==> src/rtl/bsg_wormhole_responder_pkg.sv <==
// Shared types and header layout helpers for wormhole echo endpoints.
// The header struct macro builds a packed header for any width set.

`define BSG_WORMHOLE_RESPONDER_HEADER_S(flit_w, cord_w, len_w, name) \
   typedef struct packed { \
      logic [(flit_w)-2*(cord_w)-(len_w)-1:0] user; \
      logic [(cord_w)-1:0] src; \
      logic [(len_w)-1:0] len; \
      logic [(cord_w)-1:0] dest; \
   } name

package bsg_wormhole_responder_pkg;

   typedef enum logic [0:0] {
      eHeader  = 1'b0,
      ePayload = 1'b1
   } bsg_wormhole_responder_state_e;

   function automatic int hdr_dest_lsb();
      return 0;
   endfunction

   function automatic int hdr_len_lsb(input int cord_w);
      return cord_w;
   endfunction

   function automatic int hdr_src_lsb(input int cord_w,
                                      input int len_w);
      return cord_w + len_w;
   endfunction

   function automatic int hdr_user_lsb(input int cord_w,
                                       input int len_w);
      return 2 * cord_w + len_w;
   endfunction

   function automatic int hdr_user_width(input int flit_w,
                                         input int cord_w,
                                         input int len_w);
      return flit_w - hdr_user_lsb(cord_w, len_w);
   endfunction

endpackage

==> src/rtl/bsg_wormhole_loopback_responder_if.sv <==
// Ready-and link channel: producer drives v/data, consumer drives ready.
// One instance per direction of flow.

interface bsg_wormhole_loopback_responder_if #(
   parameter int width_p = 32
) ();

   logic               v;
   logic [width_p-1:0] data;
   logic               ready_and;

   modport master (
      output v,
      output data,
      input  ready_and
   );

   modport slave (
      input  v,
      input  data,
      output ready_and
   );

endinterface

==> src/rtl/bsg_two_fifo.sv <==
// Two-entry ready/valid buffer; ready is a pure function of occupancy.
// Valid and data come from registers so nothing is combinational across it.

module bsg_two_fifo #(
   parameter int width_p = 32
) (
   input  logic               clk_i,
   input  logic               reset_n_i,
   input  logic [width_p-1:0] data_i,
   input  logic               v_i,
   output logic               ready_o,
   output logic               v_o,
   output logic [width_p-1:0] data_o,
   input  logic               yumi_i
);

   logic [width_p-1:0] mem_r [2];
   logic               head_r;
   logic               tail_r;
   logic [1:0]         count_r;
   logic               enq;
   logic               deq;

   assign ready_o = (count_r != 2'd2);
   assign v_o     = (count_r != 2'd0);
   assign data_o  = mem_r[head_r];
   assign enq     = v_i & ready_o;
   assign deq     = yumi_i & v_o;

   // Pointer and occupancy tracking; reset empties the buffer.
   always_ff @(posedge clk_i) begin
      if (!reset_n_i) begin
         head_r  <= 1'b0;
         tail_r  <= 1'b0;
         count_r <= 2'd0;
      end else begin
         if (enq) tail_r <= ~tail_r;
         if (deq) head_r <= ~head_r;
         count_r <= count_r + {1'b0, enq} - {1'b0, deq};
      end
   end

   // Storage write; contents need no reset since occupancy gates them.
   always_ff @(posedge clk_i) begin
      if (enq) mem_r[tail_r] <= data_i;
   end

endmodule

==> src/rtl/bsg_wormhole_header_swap.sv <==
// Combinational header rewrite for echo endpoints: reply goes back to src.
// Also flags a request whose dest does not name this endpoint.

module bsg_wormhole_header_swap
   import bsg_wormhole_responder_pkg::*;
#(
   parameter int flit_width_p = 32,
   parameter int cord_width_p = 8,
   parameter int len_width_p  = 4
) (
   input  logic [flit_width_p-1:0] hdr_i,
   input  logic [cord_width_p-1:0] my_cord_i,
   output logic [flit_width_p-1:0] hdr_o,
   output logic [len_width_p-1:0]  len_o,
   output logic                    dest_mismatch_o
);

   `BSG_WORMHOLE_RESPONDER_HEADER_S(flit_width_p, cord_width_p,
                                    len_width_p, hdr_s);

   hdr_s hdr_in;
   hdr_s hdr_out;

   // Swap routing fields; len and user bits ride through untouched.
   always_comb begin
      hdr_in       = hdr_i;
      hdr_out      = hdr_in;
      hdr_out.dest = hdr_in.src;
      hdr_out.src  = my_cord_i;
   end

   assign hdr_o           = hdr_out;
   assign len_o           = hdr_in.len;
   assign dest_mismatch_o = (hdr_in.dest != my_cord_i);

endmodule

==> src/rtl/bsg_wormhole_loopback_responder.sv <==
// Wormhole loopback endpoint: answers every request packet with one reply.
// Reply header is routed back to the sender; payload is echoed (XORed).

module bsg_wormhole_loopback_responder
   import bsg_wormhole_responder_pkg::*;
#(
   parameter int                     flit_width_p  = 32,
   parameter int                     cord_width_p  = 8,
   parameter int                     len_width_p   = 4,
   parameter logic [flit_width_p-1:0] payload_xor_p = '0
) (
   input  logic                    clk_i,
   input  logic                    reset_n_i,
   input  logic [cord_width_p-1:0] my_cord_i,
   bsg_wormhole_loopback_responder_if.slave  link_i,
   bsg_wormhole_loopback_responder_if.master link_o,
   output logic [31:0]             packets_o,
   output logic                    error_o
);

   if (hdr_user_lsb(cord_width_p, len_width_p) > flit_width_p)
   begin : g_width_chk
      $error("header fields do not fit in flit_width_p");
   end

   localparam logic [0:0] st_header  = eHeader;
   localparam logic [0:0] st_payload = ePayload;

   logic                    in_v;
   logic                    in_ready;
   logic [flit_width_p-1:0] in_data;

   logic                    out_ready;
   logic                    out_v;
   logic [flit_width_p-1:0] out_data;
   logic [flit_width_p-1:0] enq_data;
   logic                    out_yumi;

   logic [flit_width_p-1:0] swap_hdr;
   logic [len_width_p-1:0]  hdr_len;
   logic                    dest_mismatch;

   logic [0:0]              state_r;
   logic [len_width_p-1:0]  remaining_r;
   logic [31:0]             packets_r;
   logic                    error_r;

   logic                    fire;
   logic                    is_header;
   logic                    pkt_done;

   bsg_two_fifo #(
      .width_p (flit_width_p)
   ) in_fifo (
      .clk_i     (clk_i),
      .reset_n_i (reset_n_i),
      .data_i    (link_i.data),
      .v_i       (link_i.v),
      .ready_o   (in_ready),
      .v_o       (in_v),
      .data_o    (in_data),
      .yumi_i    (fire)
   );

   bsg_wormhole_header_swap #(
      .flit_width_p (flit_width_p),
      .cord_width_p (cord_width_p),
      .len_width_p  (len_width_p)
   ) swap (
      .hdr_i           (in_data),
      .my_cord_i       (my_cord_i),
      .hdr_o           (swap_hdr),
      .len_o           (hdr_len),
      .dest_mismatch_o (dest_mismatch)
   );

   bsg_two_fifo #(
      .width_p (flit_width_p)
   ) out_fifo (
      .clk_i     (clk_i),
      .reset_n_i (reset_n_i),
      .data_i    (enq_data),
      .v_i       (fire),
      .ready_o   (out_ready),
      .v_o       (out_v),
      .data_o    (out_data),
      .yumi_i    (out_yumi)
   );

   // Both links are held quiet while reset is applied.
   assign link_i.ready_and = in_ready & reset_n_i;
   assign link_o.v         = out_v & reset_n_i;
   assign link_o.data      = out_data;
   assign out_yumi         = out_v & reset_n_i & link_o.ready_and;

   assign is_header = (state_r == st_header);
   assign fire      = in_v & out_ready;

   assign pkt_done = fire & (is_header
                     ? (hdr_len == '0)
                     : (remaining_r == len_width_p'(1)));

   // Select the reply flit: rewritten header or transformed payload.
   always_comb begin
      enq_data = in_data ^ payload_xor_p;
      unique case (1'b1)
         is_header:  enq_data = swap_hdr;
         !is_header: enq_data = in_data ^ payload_xor_p;
      endcase
   end

   // Packet framing: track header vs payload and flits left to echo.
   always_ff @(posedge clk_i) begin
      if (!reset_n_i) begin
         state_r     <= st_header;
         remaining_r <= '0;
      end else if (fire) begin
         unique case (1'b1)
            is_header: begin
               remaining_r <= hdr_len;
               if (hdr_len != '0) state_r <= st_payload;
            end
            !is_header: begin
               remaining_r <= remaining_r - len_width_p'(1);
               if (remaining_r == len_width_p'(1))
                  state_r <= st_header;
            end
         endcase
      end
   end

   // Completed-packet count and sticky misroute flag.
   always_ff @(posedge clk_i) begin
      if (!reset_n_i) begin
         packets_r <= '0;
         error_r   <= 1'b0;
      end else begin
         if (pkt_done) packets_r <= packets_r + 32'd1;
         if (fire && is_header && dest_mismatch) error_r <= 1'b1;
      end
   end

   assign packets_o = packets_r;
   assign error_o   = error_r;

endmodule
==> src/flat_wrapper.sv <==
// flat-port wrapper written by rule: the top's interface ports become plain ports
module bsg_wormhole_loopback_responder_flat import bsg_wormhole_responder_pkg::*;
#(
   parameter int                     flit_width_p  = 32,
   parameter int                     cord_width_p  = 8,
   parameter int                     len_width_p   = 4,
   parameter logic [flit_width_p-1:0] payload_xor_p = '0
)
  (clk_i, reset_n_i, my_cord_i, packets_o, error_o, link_i_v, link_i_data, link_i_ready_and, link_o_v, link_o_data, link_o_ready_and);
  bsg_wormhole_loopback_responder_if link_i_i ();
  bsg_wormhole_loopback_responder_if link_o_i ();
  input  logic clk_i;
  input  logic reset_n_i;
  input  logic [cord_width_p-1:0] my_cord_i;
  output logic [31:0] packets_o;
  output logic error_o;
  input wire logic [$bits(link_i_i.v)-1:0] link_i_v;
  input wire logic [$bits(link_i_i.data)-1:0] link_i_data;
  output wire logic [$bits(link_i_i.ready_and)-1:0] link_i_ready_and;
  output wire logic [$bits(link_o_i.v)-1:0] link_o_v;
  output wire logic [$bits(link_o_i.data)-1:0] link_o_data;
  input wire logic [$bits(link_o_i.ready_and)-1:0] link_o_ready_and;
  assign link_i_i.v = link_i_v;
  assign link_i_i.data = link_i_data;
  assign link_i_ready_and = link_i_i.ready_and;
  assign link_o_v = link_o_i.v;
  assign link_o_data = link_o_i.data;
  assign link_o_i.ready_and = link_o_ready_and;
  bsg_wormhole_loopback_responder #(.flit_width_p(flit_width_p), .cord_width_p(cord_width_p), .len_width_p(len_width_p), .payload_xor_p(payload_xor_p)) u_core (.clk_i(clk_i), .reset_n_i(reset_n_i), .my_cord_i(my_cord_i), .link_i(link_i_i), .link_o(link_o_i), .packets_o(packets_o), .error_o(error_o));
endmodule
==> config.mk <==
export PLATFORM = sky130hd
export DESIGN_NAME = bsg_wormhole_loopback_responder_flat
export DESIGN_NICKNAME = d
export VERILOG_FILES = /design/src/rtl/bsg_wormhole_responder_pkg.sv /design/src/rtl/bsg_wormhole_loopback_responder_if.sv /design/src/rtl/bsg_two_fifo.sv /design/src/rtl/bsg_wormhole_header_swap.sv /design/src/rtl/bsg_wormhole_loopback_responder.sv /design/src/flat_wrapper.sv
export SDC_FILE = /design/constraint.sdc
export NUM_CORES = 1
export LEC_CHECK = 0
export ABC_AREA = 1
export CORE_UTILIZATION = 55
export DETAILED_ROUTE_END_ITERATION = 12
export PLACE_DENSITY = 0.83
export SYNTH_ARGS = -nofsm -noshare
export SYNTH_HDL_FRONTEND = slang
export SYNTH_SLANG_ARGS = --single-unit
==> constraint.sdc <==
create_clock -name clk_i -period 3.6 [get_ports clk_i]
set_clock_uncertainty 0.05 [all_clocks]
set_input_delay 0.72 -clock clk_i [delete_from_list [all_inputs] [get_ports clk_i]]
set_output_delay 0.72 -clock clk_i [all_outputs]
set_load 0.02 [all_outputs]
==> metrics <==
status=finished, final reports clean; count of flip-flops with a built-in enable after synthesis=128; wirelength, routed=16.8 mm; PortBufs=110; GR Overflow Total=0; std cell rows=43; final worst slack=0.575 ns; Post-Syn Nets=820; CTS Sinks=176; CTS Buf Count=17; vias in the first global route=5253; Core ar.=13900 um^2; Antenna Cells=0; critical path arrival=2.25 ns; Root Buffer=clkbuf_16; #FFs+latches synth=176; Post-Synthesis Mean Instance Area=10.2 um^2; Slew Limit Headroom=30.8%; critical path launch point type=input port; PwrDens=757 nW/um^2; initial antenna violation count=0; RSZ-0062 raised after global routing=no; Total GRT Usage=24.4%; flop2flop setup slack=0.72 ns; max_cap viols=0; Fillers=970; Die H=121 um; hold path startpoint=u_core.error_o$_SDFFE_PN0P_; Setup Buffers After CTS=0; first-pass GRT wire length=26.8 mm; Die Area=14700 um^2; leakage power=3.53 nW; Tcrit/Tclk final=84.0%; Slew @ Worst Pin=1.03 ns; Multi-input gate area=2700 um^2; top cell type's share of synthesized area=49.2%; placed insts=1044; top cells by area, synth=edfxtp_1, dfxtp_1, nand2_1; Crit path largest cell delay=0.63 ns; Cell Area, Synth=7820 um^2; Max Slew Vio Count=0; CTS tree=built; Die X=121 um; fraction of registers with async set/reset=0%; Final min period=3.02 ns; Setup violations, final=0; Starting DRT DRC Count=502; Worst Setup End Kind=primary output; area delta synth->final=23.9%; share of cells above drive strength 1=11.1%; largest net degree at the start of global routing=35; clk_lat worst skew=0.42 ns; cell count after synthesis=769; crit path launch=reset_n_i; CTS Hold Bufs=0; Most common cell on crit path=clkdlybuf4s50_1; DRC=0; Post-synth top flop=edfxtp_1; DRT Pass-1 Iters=5; slowest CP cell=clkdlybuf4s50_1; Seq/Total Area, Yosys=61.4%; drt wl/cell=15.6 um; post-synth top area cell=edfxtp_1; worst endpoint required time=2.83 ns; peak supply drop=493 uV; via count=5639; Worst-path clk slew=0.06 ns; final hold vios=0; Reg area=4800 um^2; hpwl dp=11.6 mm; Setup TNS=0 ns; Starting Density=56.3%; H-tree depth=4; nets=934; Distinct cells, synth=37; hold path cells=2; critical path fanouts, max=3; Final Wtd Congestion=0.932; crit-path cells=clkdlybuf4s50_1 -> clkinv_1 -> a21oi_1 -> clkdlybuf4s50_1; CP Class=in -> out; yosys warns=0; f_max=0.331 GHz; HP Class=reg -> reg; post-detailed-route count of antenna-violating nets=0; final non-filler cell total=1074; post-cts sizing count=0; CTS max path bufs=2; Vias/cell=5.25; dpl ws=0.584 ns; Reg2Reg Depth=9; num ports=111
==> synthesized netlist by cell type, types with 8 or more instances <==
master    instances
dfxtp_1          48
a21oi_1          36
mux2i_1           8
o21ai_0          28
inv_1            48
nand3b_1         13
nand3_1          27
mux2_2           32
nor2_1           72
nand2_1         248
edfxtp_1        128
clkbuf_1         10
xor2_1           12
==> registers in the layout, summed over array words and instances, names as in the netlist, named ones only <==
signal	flops
u_core.in_fifo.mem_r	64
u_core.out_fifo.mem_r	64
u_core.packets_o	32
u_core.remaining_r	4
u_core.in_fifo.count_r	2
u_core.out_fifo.count_r	2
u_core.error_o	1
u_core.in_fifo.head_r	1
u_core.in_fifo.tail_r	1
u_core.out_fifo.head_r	1
u_core.out_fifo.tail_r	1
u_core.state_r	1
==> worst paths after layout <==
path / end
worst max-delay path: link_o_v
worst min-delay path: u_core.error_o$_SDFFE_PN0P_
worst min register to register: u_core.error_o$_SDFFE_PN0P_
worst max register to register: u_core.packets_o[0]$_SDFFE_PN0P_
==> worst max-delay path, delay by kind of cell <==
family | cells | cell delay [ns]
AO/OA/AOI/OAI | 1 | 0.19
buffers and inverters | 3 | 1.35
==> placed cells by master, fill, tap and decap left out, drive strengths merged, types with 2 or more instances in the layout <==
master / instances
nand2: 259
edfxtp: 128
clkdlybuf4s50: 110
nor2: 76
inv: 55
dfxtp: 48
a21oi: 40
mux2: 32
o21ai: 29
nand3: 27
clkbuf: 17
nand3b: 13
xor2: 12
buf: 9
mux2i: 8
ha: 7
xnor2: 5
clkinv: 5
bufinv: 3
clkinvlp: 2
o21bai: 2
==> cell families (layout without fill, tap and decap cells) <==
logic type | Yosys count | count (layout) | share of synthesized area [%]
xor gates and xnor gates | 17 | 17 | 1.90
adders and majority gates | 7 | 7 | 1.12
and+or+nand+nor | 377 | 377 | 19.9
DFF | 176 | 176 | 61.4
AOI/OAI and AO/OA | 76 | 76 | 5.71
muxes | 40 | 40 | 5.63
buffers and inverters | 76 | 201 | 4.26
==> per-stage QoR <==
| step | instance area, um^2 | util, % | total power [mW] | hold WS (ns) |
|---|---|---|---|---|
| CTS | 9690 | 69.8 | 7.38 | 0.413 |
| global route | 9690 | 69.8 | 7.73 | 0.444 |
| global placement | 9100 | 65.6 | 5.42 | 0.386 |
| finish | 9690 | 69.8 | 7.34 | 0.419 |
| floorplan | 7820 | - | 4.65 | 0.375 |
| detailed placement | 9100 | 65.6 | 5.54 | 0.404 |
==> per-layer routing <==
metal | track usage, % | share of wire [%] | up-vias
li1 | - | - | 2788
met1 | 34.4 | 46 | 2654
met2 | 37.4 | 47 | 182
met3 | 4.98 | 6.1 | 15
met4 | 8.64 | 1.2 | 0
met5 | 0 | 0 | -
==> where the power goes <==
| part | switching [mW] | internal [mW] |
|---|---|---|
| registers | 0.184 | 2.84 |
| clock network | 0.753 | 1.09 |
| logic | 1.53 | 0.942 |
==> layout make-up <==
type,count,share of cell area (%)
inverter,52,2.07
tap,180,2.32
clock buffer,17,4.39
timing repair buffer,119,12.1
sequential,176,49.6
multi-input combinational,517,27.9
clock inverter,13,1.67
(Power assumes the default switching activity.)
